<file path="src/rtl/fp_addsub_pipe_if.sv">
// Operand/result handshake bundle for the pipelined floating-point adder/subtractor.
interface fp_addsub_pipe_if #(
  parameter int EXP_W  = 5,
  parameter int FRAC_W = 10
);
  localparam int W = 1 + EXP_W + FRAC_W;

  logic         in_valid;
  logic         in_ready;
  logic [W-1:0] arg_0;
  logic [W-1:0] arg_1;
  logic         arg_2;
  logic         out_valid;
  logic         out_ready;
  logic [W-1:0] ret_0;
  logic [3:0]   ret_1;

  modport master (
    output in_valid, arg_0, arg_1, arg_2, out_ready,
    input  in_ready, out_valid, ret_0, ret_1
  );

  modport slave (
    input  in_valid, arg_0, arg_1, arg_2, out_ready,
    output in_ready, out_valid, ret_0, ret_1
  );
endinterface

</file>
<file path="src/rtl/fp_addsub_pipe.sv">
// Four-stage pipelined floating-point add/sub: unpack/swap, align, add/sub,
// normalise/round/pack. One global stall derived from the output register.
module fp_addsub_pipe #(
  parameter int EXP_W  = 5,
  parameter int FRAC_W = 10
) (
  input  logic            clk,
  input  logic            rst,
  fp_addsub_pipe_if.slave io
);
  localparam int W  = 1 + EXP_W + FRAC_W;
  localparam int M  = FRAC_W + 1;
  localparam int F  = FRAC_W + 4;
  localparam int A  = F - 1;
  localparam int XW = (EXP_W + 1 > $clog2(F + 1) + 1) ? EXP_W + 1 : $clog2(F + 1) + 1;
  localparam logic [W-1:0] QNAN = {1'b0, {EXP_W{1'b1}}, 1'b1, {(FRAC_W-1){1'b0}}};

  logic         adv;
  logic         out_valid_q;
  logic [W-1:0] ret_0_q;
  logic [3:0]   ret_1_q;

  assign adv          = !out_valid_q || io.out_ready;
  assign io.in_ready  = adv;
  assign io.out_valid = out_valid_q;
  assign io.ret_0     = ret_0_q;
  assign io.ret_1     = ret_1_q;

  // ---------------- S1: unpack / swap / specials ----------------
  logic              xs, ys, ls, swap, sub1;
  logic [EXP_W-1:0]  xe, ye, le, re;
  logic [FRAC_W-1:0] xf, yf, lf, rf;
  logic              x_nan, y_nan, x_inf, y_inf;
  logic              spec1, inv1;
  logic [W-1:0]      sres1;

  assign {xs, xe, xf} = io.arg_0;
  assign ys    = io.arg_1[W-1] ^ io.arg_2;
  assign ye    = io.arg_1[W-2:FRAC_W];
  assign yf    = io.arg_1[FRAC_W-1:0];
  assign x_nan = (&xe) && (xf != '0);
  assign y_nan = (&ye) && (yf != '0);
  assign x_inf = (&xe) && (xf == '0);
  assign y_inf = (&ye) && (yf == '0);
  assign swap  = {ye, yf} > {xe, xf};
  assign sub1  = xs ^ ys;

  always_comb begin
    ls = swap ? ys : xs;
    le = swap ? ye : xe;
    lf = swap ? yf : xf;
    re = swap ? xe : ye;
    rf = swap ? xf : yf;
    spec1 = 1'b1;
    inv1  = 1'b0;
    sres1 = QNAN;
    if (x_nan || y_nan) begin
      sres1 = QNAN;
    end else if (x_inf && y_inf && sub1) begin
      inv1 = 1'b1;
    end else if (x_inf) begin
      sres1 = {xs, {EXP_W{1'b1}}, {FRAC_W{1'b0}}};
    end else if (y_inf) begin
      sres1 = {ys, {EXP_W{1'b1}}, {FRAC_W{1'b0}}};
    end else begin
      spec1 = 1'b0;
    end
  end

  logic             s1_valid, s1_spec, s1_inv, s1_sign, s1_sub;
  logic [W-1:0]     s1_sres;
  logic [EXP_W-1:0] s1_el, s1_er;
  logic [M-1:0]     s1_ml, s1_mr;

  // ---------------- S2: align ----------------
  logic [XW-1:0]  d;
  logic [2*A-1:0] ext;

  always_comb begin
    d = XW'(s1_el) - XW'(s1_er);
    if (d > XW'(A)) d = XW'(A);
    ext = {s1_mr, 2'b00, {A{1'b0}}} >> d;
  end

  logic             s2_valid, s2_spec, s2_inv, s2_sign, s2_sub;
  logic [W-1:0]     s2_sres;
  logic [EXP_W-1:0] s2_exp;
  logic [F-1:0]     s2_lf, s2_rf;

  // ---------------- S3: add / sub ----------------
  logic             s3_valid, s3_spec, s3_inv, s3_sign, s3_sub;
  logic [W-1:0]     s3_sres;
  logic [EXP_W-1:0] s3_exp;
  logic [F:0]       s3_sum;

  // ---------------- S4: normalise / round / pack ----------------
  logic [XW-1:0]     lz, lim, sh, e_n, e_r;
  logic [F-1:0]      nrm;
  logic [M:0]        rnd;
  logic              g, r, st, inc, hid;
  logic [FRAC_W-1:0] frac_o;
  logic [W-1:0]      res;
  logic [3:0]        flg;

  always_comb begin
    lz = XW'(F);
    for (int unsigned i = 0; i < F; i++) begin
      if (s3_sum[i]) lz = XW'(F - 1 - i);
    end
    lim = XW'(s3_exp) - XW'(1);
    sh  = '0;
    // Left shift is capped so the exponent never drops below 1; what is left
    // unnormalised at exponent 1 is the subnormal case.
    if (s3_sum[F]) begin
      nrm = {s3_sum[F:2], s3_sum[1] | s3_sum[0]};
      e_n = XW'(s3_exp) + XW'(1);
    end else begin
      sh  = (lz < lim) ? lz : lim;
      nrm = s3_sum[F-1:0] << sh;
      e_n = XW'(s3_exp) - sh;
    end
    g   = nrm[2];
    r   = nrm[1];
    st  = nrm[0];
    inc = g & (r | st | nrm[3]);
    rnd = {1'b0, nrm[F-1:3]} + (M+1)'(inc);
    e_r    = rnd[M] ? e_n + XW'(1) : e_n;
    frac_o = rnd[M] ? '0 : rnd[FRAC_W-1:0];
    hid    = rnd[M] | rnd[M-1];

    res = {s3_sign, e_r[EXP_W-1:0], frac_o};
    flg = {3'b000, g | r | st};
    if (s3_spec) begin
      res = s3_sres;
      flg = {s3_inv, 3'b000};
    end else if (s3_sum == '0) begin
      res = {s3_sign & ~s3_sub, {(W-1){1'b0}}};
      flg = '0;
    end else if (e_r >= XW'((1 << EXP_W) - 1)) begin
      res = {s3_sign, {EXP_W{1'b1}}, {FRAC_W{1'b0}}};
      flg = 4'b0101;
    end else if (!hid) begin
      res = {s3_sign, {(W-1){1'b0}}};
      flg = 4'b0011;
    end
  end

  // ---------------- pipeline registers ----------------
  always_ff @(posedge clk or negedge rst) begin
    if (!rst) begin
      s1_valid <= 1'b0; s1_spec <= 1'b0; s1_inv <= 1'b0; s1_sign <= 1'b0; s1_sub <= 1'b0;
      s1_sres  <= '0;   s1_el   <= '0;   s1_er  <= '0;   s1_ml   <= '0;   s1_mr  <= '0;
      s2_valid <= 1'b0; s2_spec <= 1'b0; s2_inv <= 1'b0; s2_sign <= 1'b0; s2_sub <= 1'b0;
      s2_sres  <= '0;   s2_exp  <= '0;   s2_lf  <= '0;   s2_rf   <= '0;
      s3_valid <= 1'b0; s3_spec <= 1'b0; s3_inv <= 1'b0; s3_sign <= 1'b0; s3_sub <= 1'b0;
      s3_sres  <= '0;   s3_exp  <= '0;   s3_sum <= '0;
      out_valid_q <= 1'b0;
      ret_0_q     <= '0;
      ret_1_q     <= '0;
    end else if (adv) begin
      s1_valid <= io.in_valid;
      s1_spec  <= spec1;
      s1_inv   <= inv1;
      s1_sres  <= sres1;
      s1_sign  <= ls;
      s1_sub   <= sub1;
      s1_el    <= (le == '0) ? EXP_W'(1) : le;
      s1_er    <= (re == '0) ? EXP_W'(1) : re;
      s1_ml    <= {le != '0, lf};
      s1_mr    <= {re != '0, rf};

      s2_valid <= s1_valid;
      s2_spec  <= s1_spec;
      s2_inv   <= s1_inv;
      s2_sres  <= s1_sres;
      s2_sign  <= s1_sign;
      s2_sub   <= s1_sub;
      s2_exp   <= s1_el;
      s2_lf    <= {s1_ml, 3'b000};
      s2_rf    <= {ext[2*A-1:A], |ext[A-1:0]};

      s3_valid <= s2_valid;
      s3_spec  <= s2_spec;
      s3_inv   <= s2_inv;
      s3_sres  <= s2_sres;
      s3_sign  <= s2_sign;
      s3_sub   <= s2_sub;
      s3_exp   <= s2_exp;
      s3_sum   <= s2_sub ? ({1'b0, s2_lf} - {1'b0, s2_rf}) : ({1'b0, s2_lf} + {1'b0, s2_rf});

      out_valid_q <= s3_valid;
      if (s3_valid) begin
        ret_0_q <= res;
        ret_1_q <= flg;
      end
    end
  end
endmodule

</file>
<file path="src/flat_wrapper.sv">
// flat-port wrapper written by rule: the top's interface ports become plain ports
module fp_addsub_pipe_flat 
#(
  parameter int EXP_W  = 5,
  parameter int FRAC_W = 10
)
  (clk, rst, io_in_valid, io_arg_0, io_arg_1, io_arg_2, io_out_ready, io_in_ready, io_out_valid, io_ret_0, io_ret_1);
  fp_addsub_pipe_if #(.EXP_W(EXP_W), .FRAC_W(FRAC_W)) io_i ();
  input  logic clk;
  input  logic rst;
  input wire logic [$bits(io_i.in_valid)-1:0] io_in_valid;
  input wire logic [$bits(io_i.arg_0)-1:0] io_arg_0;
  input wire logic [$bits(io_i.arg_1)-1:0] io_arg_1;
  input wire logic [$bits(io_i.arg_2)-1:0] io_arg_2;
  input wire logic [$bits(io_i.out_ready)-1:0] io_out_ready;
  output wire logic [$bits(io_i.in_ready)-1:0] io_in_ready;
  output wire logic [$bits(io_i.out_valid)-1:0] io_out_valid;
  output wire logic [$bits(io_i.ret_0)-1:0] io_ret_0;
  output wire logic [$bits(io_i.ret_1)-1:0] io_ret_1;
  assign io_i.in_valid = io_in_valid;
  assign io_i.arg_0 = io_arg_0;
  assign io_i.arg_1 = io_arg_1;
  assign io_i.arg_2 = io_arg_2;
  assign io_i.out_ready = io_out_ready;
  assign io_in_ready = io_i.in_ready;
  assign io_out_valid = io_i.out_valid;
  assign io_ret_0 = io_i.ret_0;
  assign io_ret_1 = io_i.ret_1;
  fp_addsub_pipe #(.EXP_W(EXP_W), .FRAC_W(FRAC_W)) u_core (.clk(clk), .rst(rst), .io(io_i));
endmodule
</file>
<file path="config.mk">
export PLATFORM = sky130hd
export DESIGN_NAME = fp_addsub_pipe_flat
export DESIGN_NICKNAME = d
export VERILOG_FILES = /design/src/rtl/fp_addsub_pipe_if.sv /design/src/rtl/fp_addsub_pipe.sv /design/src/flat_wrapper.sv
export SDC_FILE = /design/constraint.sdc
export NUM_CORES = 1
export LEC_CHECK = 0
export BUFFER_PORTS_ARGS = -buffer_cell sky130_fd_sc_hd__clkbuf_2
export CAP_MARGIN = 20
export CORE_MARGIN = 8
export CORE_UTILIZATION = 36
export CTS_CLUSTER_SIZE = 20
export DETAILED_ROUTE_END_ITERATION = 10
export HOLD_SLACK_MARGIN = 0.03
export PLACE_DENSITY_LB_ADDON = 0.15
export SYNTH_ARGS = -nofsm -noshare
export SYNTH_HDL_FRONTEND = slang
export SYNTH_SLANG_ARGS = --single-unit
</file>
<file path="constraint.sdc">
create_clock -name clk -period 5.5 [get_ports clk]
set_input_delay 0 -clock clk [delete_from_list [all_inputs] [get_ports clk]]
set_output_delay 0 -clock clk [all_outputs]
set_load 0.01 [all_outputs]
</file>
==> flow_metrics.env, run 1 <==
export IMPL_grtUsageTotal_pct=16.7
export IMPL_synthArstFlopShare_pct=100
export IMPL_cts_root_buf="clkbuf_16"
export IMPL_ys_seq_elements=127
export IMPL_grt_pass1_wl_um=43300
export IMPL_synthDistinctLibCells=93
export IMPL_path_max_fanout=10
export IMPL_antenna_found_initial=0
export IMPL_fill_cells=2572
export IMPL_max_cap_violations=0
export IMPL_wl_per_cell_um=16.3
export IMPL_synth_edf_count=0
export IMPL_boundaryPins=59
export IMPL_rows=59
export IMPL_hold_start="io_arg_0[10]"
export IMPL_clkSinkCount=127
export IMPL_num_antenna_cells=0
export IMPL_syn_area_um2=9490
export IMPL_finalCritPeriodShare_pct=95.6
export IMPL_overflow=0
export IMPL_die_area_um2=31800
export IMPL_cts_buffers=17
export IMPL_dr_wl_met3_um=947
export IMPL_rr_worst_depth=19
export IMPL_fp_coreArea_um2=26000
export IMPL_ctsHtreeMaxLevel=4
export IMPL_synthCells=1128
export IMPL_hold_depth=4
export IMPL_status="finished clean"
export IMPL_hold_violations=0
export IMPL_regToRegSetupSlack_ns=0.24
export IMPL_crit_path_start_kind="flop"
export IMPL_hpwlAfterDp_um=19200
export IMPL_gp_congestion=0.903
export IMPL_finalSetupTns_ns=0
export IMPL_whs_ns=0.0682
export IMPL_yosysSeqAreaShare_pct=33.5
export IMPL_holdCritPathClass="in2reg"
export IMPL_grt_pass1_vias=8403
export IMPL_top_layer="met4"
export IMPL_area_growth_syn_to_layout_pct=21.8
export IMPL_wl_met2_um=11900
export IMPL_io_buffers=58
export IMPL_ys_flop_type="dfrtp_1"
export IMPL_cts_clk_slew_worst_paths_ns=0.07
export IMPL_setup_violations=0
export IMPL_avgViaCountPerCell=5.31
export IMPL_drt_wl_total_um=25900
export IMPL_cts_tree="done"
export IMPL_cts_buffer_depth=2
export IMPL_avgSynthCellArea_um2=8.42
export IMPL_max_freq_mhz=190
export IMPL_first_iter_violations=564
export IMPL_layout_nets=1336
export IMPL_r2r_end="u_core.io.ret_0[0]"
export IMPL_clk_latency_ns=0.42
export IMPL_worst_slew_pin_slew_ns=0.955
export IMPL_vias=8445
export IMPL_detail_route_antenna_nets=0
export IMPL_first_pass_iters=7
export IMPL_final_common_cell="nand2_1"
export IMPL_cp_end_kind="flop"
export IMPL_worstPathRequired_ns=5.83
export IMPL_m1WireLength_um=12500
export IMPL_slew_headroom_pct=35.7
export IMPL_drc_errors=0
export IMPL_start_util_pct=36.5
export IMPL_arrival_ns=5.58
export IMPL_drive_above_1_share_pct=16.6
export IMPL_ys_warn_count=0
export IMPL_die_x_um=178
export IMPL_r2r_start="u_core.s3_sum[13]"
export IMPL_final_cell_mix="218 x nand2_1, 126 x dfrtp_1, 77 x o21ai_0"
export IMPL_die_h_um=178
export IMPL_crit_type="reg2reg"
export IMPL_grt_start_max_net_pins=92
export IMPL_period_minus_slack_ns=5.26
export IMPL_min_to="u_core.s1_el[0]"
export IMPL_drv_slew=0
export IMPL_skew_ns=0.0123
export IMPL_synth_nets=1221
==> synthesized netlist by cell type, types with 6 or more instances <==
cell / instances / area share [%]
xor2_1: 7 / 0.65
clkbuf_1: 41 / 1.6
xnor2_1: 26 / 2.4
inv_1: 68 / 2.7
mux2_2: 6 / 0.71
o21bai_1: 11 / 0.87
o21ai_0: 77 / 4.1
dfrtp_1: 127 / 33
ha_1: 53 / 7.0
o211ai_1: 10 / 0.79
a21o_1: 19 / 1.5
o31ai_2: 6 / 0.79
nor4_1: 8 / 0.53
a211oi_1: 7 / 0.55
o22ai_1: 8 / 0.53
nand2b_1: 9 / 0.59
a21oi_1: 65 / 3.4
nor2_1: 67 / 2.6
and3_1: 9 / 0.59
nand2_1: 218 / 8.6
mux2i_1: 70 / 7.4
or3_1: 6 / 0.40
nand4_1: 8 / 0.53
nand3_1: 21 / 1.1
o31ai_1: 8 / 0.63
a211o_1: 6 / 0.55
o21a_1: 7 / 0.55
buf_2: 13 / 0.69
nor3_1: 23 / 1.2
==> worst max-delay path, stage by stage (launching register included) <==
cell      delay, ns
dfrtp_1        0.42
or2_2          0.37
nor3_4         0.14
nand2_1        0.11
inv_1          0.10
ha_1           0.30
a21o_4         0.25
nor4_4         0.24
buf_4          0.20
a211o_1        0.17
a21o_1         0.23
mux4_2         0.58
o41ai_4        0.43
ha_1           0.25
o221ai_1       0.19
a211o_1        0.33
o31ai_4        0.23
o211ai_2       0.16
buf_4          0.24
o31ai_2        0.22
==> worst max-delay path by stage <==
stage	start	end	slack, ns	depth (start not counted)
final	u_core.s3_sum[13]	u_core.io.ret_0[0]	0.24	19
after global routing	u_core.s3_sum[13]	u_core.io.ret_0[11]	-0.05	24
after CTS	u_core.s3_sum[13]	u_core.io.ret_0[0]	0.005	22
after detailed placement	u_core.s3_sum[13]	u_core.io.ret_0[9]	-0.04	20
after global placement	u_core.s3_sum[13]	u_core.io.ret_0[3]	0.12	23
after floorplan	u_core.s3_sum[13]	u_core.io.ret_0[0]	0.03	26
==> layout make-up <==
| type | instances | area (um^2) | share of cell area, % |
|---|---|---|---|
| Tap cell | 335 | 419 | 3.62 |
| Timing Repair Buffer | 158 | 1170 | 10.1 |
| Clock buffer | 17 | 425 | 3.68 |
| Inverter | 69 | 259 | 2.24 |
| Clock inverter | 15 | 165 | 1.43 |
| Sequential cell | 127 | 3180 | 27.5 |
| Multi-Input combinational cell | 870 | 5950 | 51.4 |
==> state kept, by name, indices dropped and copies added, names as in the netlist, 3 cells and up <==
register	count
u_core.s2_rf	14
u_core.io.ret_0	16
u_core.s3_sres	3
u_core.s3_sum	15
u_core.s1_el	5
u_core.s2_sres	3
u_core.s1_sres	3
u_core.s2_lf	11
u_core.io.ret_1	4
u_core.s3_exp	5
u_core.s1_ml	11
u_core.s1_mr	11
u_core.s1_er	5
u_core.s2_exp	5
==> what timing repair did <==
action | in CTS | in global routing
pin swaps | 0 | 6
hold buffers | 46 | 0
hold endpoints to repair | 83 | 0
gates resized for setup | 2 | 25
buffers inserted | 0 | 6
setup endpoints to repair | 9 | 18
==> routing by layer <==
layer | track usage, % | up-vias
met5 | 0 | -
met4 | 5.75 | 0
met3 | 2.20 | 41
met2 | 26.9 | 188
met1 | 22.6 | 3971
li1 | - | 4245
==> per-stage QoR <==
step	instance area (um^2)	instances	setup WS, ns	util (%)
5_1_grt	11600	1591	-0.0534	44.5
6_report	11600	1591	0.245	44.5
3_5_place_dp	10300	1507	-0.0408	39.8
2_1_floorplan	9500	1128	0.0326	-
3_3_place_gp	10300	1507	0.125	39.8
4_1_cts	11400	1585	0.00532	43.8
==> kinds of logic after synthesis <==
kind of cell / count (synthesis) / synth area share (%)
flops: 127 / 33.5
fa+ha+maj: 56 / 7.62
xor+xnor: 33 / 3.04
compound gates: 300 / 22.5
mux: 79 / 8.68
buf+inv: 131 / 5.55
simple gates: 402 / 19.2
Power of run 1 is not shown: default switching activity piles up to over one toggle a cycle in this logic, so the estimate is an artifact.
==> run 2: changes to the inputs <==
- CORE_MARGIN: 8 -> 2
==> flow_metrics.env, run 2 (synthesis gave the netlist of run 1 again) <==
export IMPL_drv_slew=0
export IMPL_first_pass_iters=6
export IMPL_cp_end_kind="flop"
export IMPL_clk_latency_ns=0.43
export IMPL_boundaryPins=59
export IMPL_hold_violations=0
export IMPL_multi_input_comb_area_um2=5930
export IMPL_placed_cells=1514
export IMPL_drc_errors=0
export IMPL_max_freq_mhz=193
export IMPL_crit_type="reg2reg"
export IMPL_slowest_stage="or4b_4"
export IMPL_hpwlAfterDp_um=19200
export IMPL_die_h_um=166
export IMPL_start_util_pct=36.5
export IMPL_grtUsageTotal_pct=19.2
export IMPL_wl_per_cell_um=16.4
export IMPL_gp_congestion=0.906
export IMPL_worst_slew_pin_slew_ns=0.914
export IMPL_final_cell_mix="218 x nand2_1, 127 x dfrtp_1, 77 x o21ai_0"
export IMPL_cts_root_buf="clkbuf_16"
export IMPL_area_growth_syn_to_layout_pct=21.9
export IMPL_skew_ns=0.0164
export IMPL_layout_nets=1338
export IMPL_grt_pass1_vias=8476
export IMPL_path_max_fanout=6
export IMPL_rsz0062_at_grt="no"
export IMPL_cts_tree="done"
export IMPL_worstPathRequired_ns=5.84
export IMPL_detail_route_antenna_nets=0
export IMPL_status="finished clean"
export IMPL_seq_area_um2=3180
export IMPL_drive_above_1_share_pct=16.7
export IMPL_die_x_um=166
export IMPL_largest_reg_flops=16
export IMPL_cts_buffer_depth=2
export IMPL_arrival_ns=5.52
export IMPL_rows=59
export IMPL_period_minus_slack_ns=5.18
export IMPL_setup_violations=0
export IMPL_finalCritPeriodShare_pct=94.2
export IMPL_fill_cells=2653
export IMPL_slew_headroom_pct=38.5
export IMPL_cts_clk_slew_worst_paths_ns=0.06
export IMPL_holdCritPathClass="in2reg"
export IMPL_cp_slowest_stage_delay_ns=0.48
export IMPL_antenna_found_initial=1
export IMPL_final_common_cell="nand2_1"
export IMPL_die_area_um2=27700
export IMPL_first_iter_violations=468
export IMPL_drt_wl_total_um=26200
export IMPL_cts_buffers=17
export IMPL_vias=8497
export IMPL_crit_chain="or2_2, nor3_4, nand2_1, inv_1, ha_1, a21o_1, nor4_4, buf_6, nor3_4, a211o_1, nor2_2, buf_4, xnor2_1, nor2_1, ha_1, a21o_1, a21oi_1, xnor2_1, nand2_1, inv_1, o2111a_1, or4b_4, and2_4, o31ai_2"
export IMPL_clkSinkCount=127
export IMPL_grt_pass1_wl_um=43600
export IMPL_finalSetupTns_ns=0
export IMPL_instances_no_fill=1594
export IMPL_max_cap_violations=0
export IMPL_fp_coreArea_um2=26000
export IMPL_overflow=0
export IMPL_ctsHtreeMaxLevel=4
export IMPL_grt_start_max_net_pins=82
export IMPL_io_buffers=58
export IMPL_crit_path_start_kind="flop"
export IMPL_avgViaCountPerCell=5.33
-- run 2: worst max-delay path: cells and delay by family (launching register included) --
kind,cells,cell delay (ns)
AOI/OAI and AO/OA,6,1.34
xor gates and xnor gates,2,0.28
adders and majority gates,2,0.60
buffers and inverters,4,0.52
DFF,1,0.43
and+or+nand+nor,10,1.90
-- run 2: repair_timing --
item                                   in CTS  in global routing
buffers inserted                            0                  1
endpoints found under the hold margin      87                  0
gates resized for setup                     0                 24
hold buffers                               46                  0
setup endpoints to repair                   0                 18
-- run 2: final cells by class --
class / count / area share [%]
Tap cell: 335 / 3.62
Sequential cell: 127 / 27.5
Antenna cell: 1 / 0.0216
Clock buffer: 18 / 3.71
Inverter: 69 / 2.24
Multi-Input combinational cell: 870 / 51.3
Timing Repair Buffer: 160 / 10.2
Clock inverter: 14 / 1.47
-- run 2: final timing paths --
kind	startpoint	endpoint	slack (ns)	cells past startpoint
worst min register to register	u_core.s1_sres[14]	u_core.s1_sres[14]	0.46	1
worst max register to register	u_core.s3_sum[13]	u_core.io.ret_0[3]	0.32	24
max in group asynchronous	rst	u_core.io.ret_0[14]	4.08	3
worst max-delay path	u_core.s3_sum[13]	u_core.io.ret_0[3]	0.32	24
worst min-delay path	io_arg_0[10]	u_core.s1_el[0]	0.06	4
min in group asynchronous	rst	u_core.s1_ml[5]	0.10	2
-- run 2: layer usage --
metal	part of all wire [%]	wire length, um	global-route usage [%]
met1	48	12500	26.0
met4	2.4	626	6.18
met5	0	0	0
met3	3.7	967	3.19
met2	46	12000	31.3
-- run 2: stage by stage --
stage | worst slack, ns | utilization, % | hold WS [ns] | area, um^2
CTS | 0.0101 | 44.0 | 0.0353 | 11400
global placement | 0.131 | 40.0 | 0.000884 | 10400
finish | 0.320 | 44.5 | 0.0584 | 11600
floorplan | 0.0326 | - | -0.296 | 9500
global route | 0.0145 | 44.5 | 0.116 | 11600
detailed placement | -0.00506 | 40.0 | 0.00313 | 10400
Power of run 2 is left out for the same reason.
==> run 3: changes to the inputs <==
- clock period: 5.5 -> 6.6 ns (I/O delays scaled with it)
==> flow_metrics.env, run 3 (synthesis gave the netlist of run 1 again) <==
export IMPL_status="finished clean"
export IMPL_grtUsageMet2_pct=30.3
export IMPL_largest_reg_flops=16
export IMPL_detail_route_antenna_nets=0
export IMPL_use_met3_pct=2.34
export IMPL_cp_end_kind="flop"
export IMPL_r2r_end="u_core.io.ret_0[6]"
export IMPL_drt_wl_total_um=25400
export IMPL_max_cap_violations=0
export IMPL_worst_slew_pin_slew_ns=1.06
export IMPL_antenna_found_initial=0
export IMPL_cts_buffer_depth=2
export IMPL_crit_type="reg2reg"
export IMPL_holdCritPathClass="in2reg"
export IMPL_wl_per_cell_um=16.3
export IMPL_final_common_cell="nand2_1"
export IMPL_area_growth_syn_to_layout_pct=17.7
export IMPL_rsz0062_at_grt="no"
export IMPL_drv_slew=0
export IMPL_min_to="u_core.s1_ml[0]"
export IMPL_avgViaCountPerCell=5.31
export IMPL_rows=59
export IMPL_cts_buffers=17
export IMPL_met1_usage_pct=26.3
export IMPL_num_antenna_cells=0
export IMPL_die_x_um=166
export IMPL_grt_start_max_net_pins=96
export IMPL_drive_above_1_share_pct=12.6
export IMPL_cts_clk_slew_worst_paths_ns=0.06
export IMPL_first_iter_violations=492
export IMPL_layout_nets=1299
export IMPL_start_util_pct=36.5
export IMPL_io_buffers=58
export IMPL_first_pass_iters=5
export IMPL_grtUsageTotal_pct=19.0
export IMPL_crit_path_start_kind="flop"
export IMPL_hold_violations=0
export IMPL_gp_congestion=0.932
export IMPL_path_max_fanout=18
export IMPL_ctsHtreeMaxLevel=4
export IMPL_skew_ns=0.0212
export IMPL_drc_errors=0
export IMPL_grt_pass1_wl_um=43300
export IMPL_worstPathRequired_ns=6.93
export IMPL_regToRegSetupSlack_ns=0.71
export IMPL_final_cell_mix="218 x nand2_1, 127 x dfrtp_1, 77 x o21ai_0"
export IMPL_die_h_um=166
export IMPL_clkSinkCount=127
export IMPL_arrival_ns=6.21
export IMPL_grt_pass1_vias=8284
export IMPL_hold_depth=3
export IMPL_setup_violations=0
export IMPL_finalSetupTns_ns=0
export IMPL_cts_tree="done"
export IMPL_fill_cells=2596
export IMPL_hold_start="io_arg_1[0]"
export IMPL_vias=8252
export IMPL_overflow=0
export IMPL_finalCritPeriodShare_pct=89.2
export IMPL_grt_busiest_layer="met2"
export IMPL_rr_worst_depth=18
export IMPL_max_freq_mhz=170
export IMPL_r2r_start="u_core.s3_sum[7]"
export IMPL_slew_headroom_pct=28.7
export IMPL_boundaryPins=59
export IMPL_hpwlAfterDp_um=18900
export IMPL_clk_latency_ns=0.43
export IMPL_period_minus_slack_ns=5.89
export IMPL_fp_coreArea_um2=26000
export IMPL_cts_root_buf="clkbuf_16"
export IMPL_die_area_um2=27700
-- run 3: cell types whose count changed in the layout (fill, tap and decap cells not counted), sizes merged --
cell      before  now
bufinv         2    3
clkinvlp       2    0
diode          1    0
buf           57   18
clkinv         2    3
-- run 3: cell type report --
class / count / area, um^2 / share of cell area (%)
inverter: 69 / 259 / 2.32
clock inverter: 14 / 194 / 1.74
tap: 335 / 419 / 3.75
clock buffer: 18 / 429 / 3.84
multi-input combinational: 870 / 5810 / 52.0
timing repair buffer: 121 / 885 / 7.92
sequential: 127 / 3180 / 28.4
-- run 3: worst max path at each step --
| stage | slack, ns | from | depth (start not counted) | endpoint |
|---|---|---|---|---|
| 6_report | 0.71 | u_core.s3_sum[7] | 18 | u_core.io.ret_0[6] |
| 3_3_place_gp | 0.79 | u_core.s3_exp[0] | 17 | u_core.io.ret_0[13] |
| 2_1_floorplan | 1.09 | u_core.s3_sum[13] | 27 | u_core.io.ret_0[0] |
| 5_1_grt | 0.18 | u_core.s3_sum[7] | 22 | u_core.io.ret_0[0] |
| 4_1_cts | 0.76 | u_core.s3_exp[0] | 17 | u_core.io.ret_0[10] |
| 3_5_place_dp | 0.79 | u_core.s3_exp[0] | 18 | u_core.io.ret_0[6] |
-- run 3: critical path: stages, from the launching register on --
cell and delay, ns:
dfrtp_1 0.48, nor4_1 0.58, nand2_1 0.19, inv_1 0.12, ha_1 0.26, a21o_1 0.24, a31oi_1 0.20, a31oi_1 0.11
nor3_1 0.45, a211o_1 0.20, buf_4 0.26, mux4_2 0.40, o41ai_4 0.43, ha_1 0.26, o221ai_1 0.22, a211o_1 0.33
o31ai_2 0.28, o211ai_2 0.41, o31ai_1 0.37
-- run 3: per-layer routing --
layer	up-vias	share of wire [%]
met5	-	0
met3	42	3.0
met4	0	3.3
met2	174	45
li1	4173	-
met1	3863	49
-- run 3: what timing repair did --
item                                   4_1_cts  5_1_grt
hold buffers                                46        0
endpoints found under the hold margin      106        0
setup buffers                                0        0
gates resized for setup                      0        0
-- run 3: metrics by stage --
stage               hold slack [ns]  worst slack [ns]  area, um^2  instances  util [%]
global route                 0.0787             0.183       11200       1554      43.0
finish                       0.0569             0.714       11200       1554      43.0
global placement             0.0819             0.790       10100       1476      38.8
floorplan                    -0.296              1.09        9490       1128         -
CTS                          0.0336             0.762       11200       1554      43.0
detailed placement           0.0820             0.792       10100       1476      38.8
Power of run 3 is left out for the same reason.
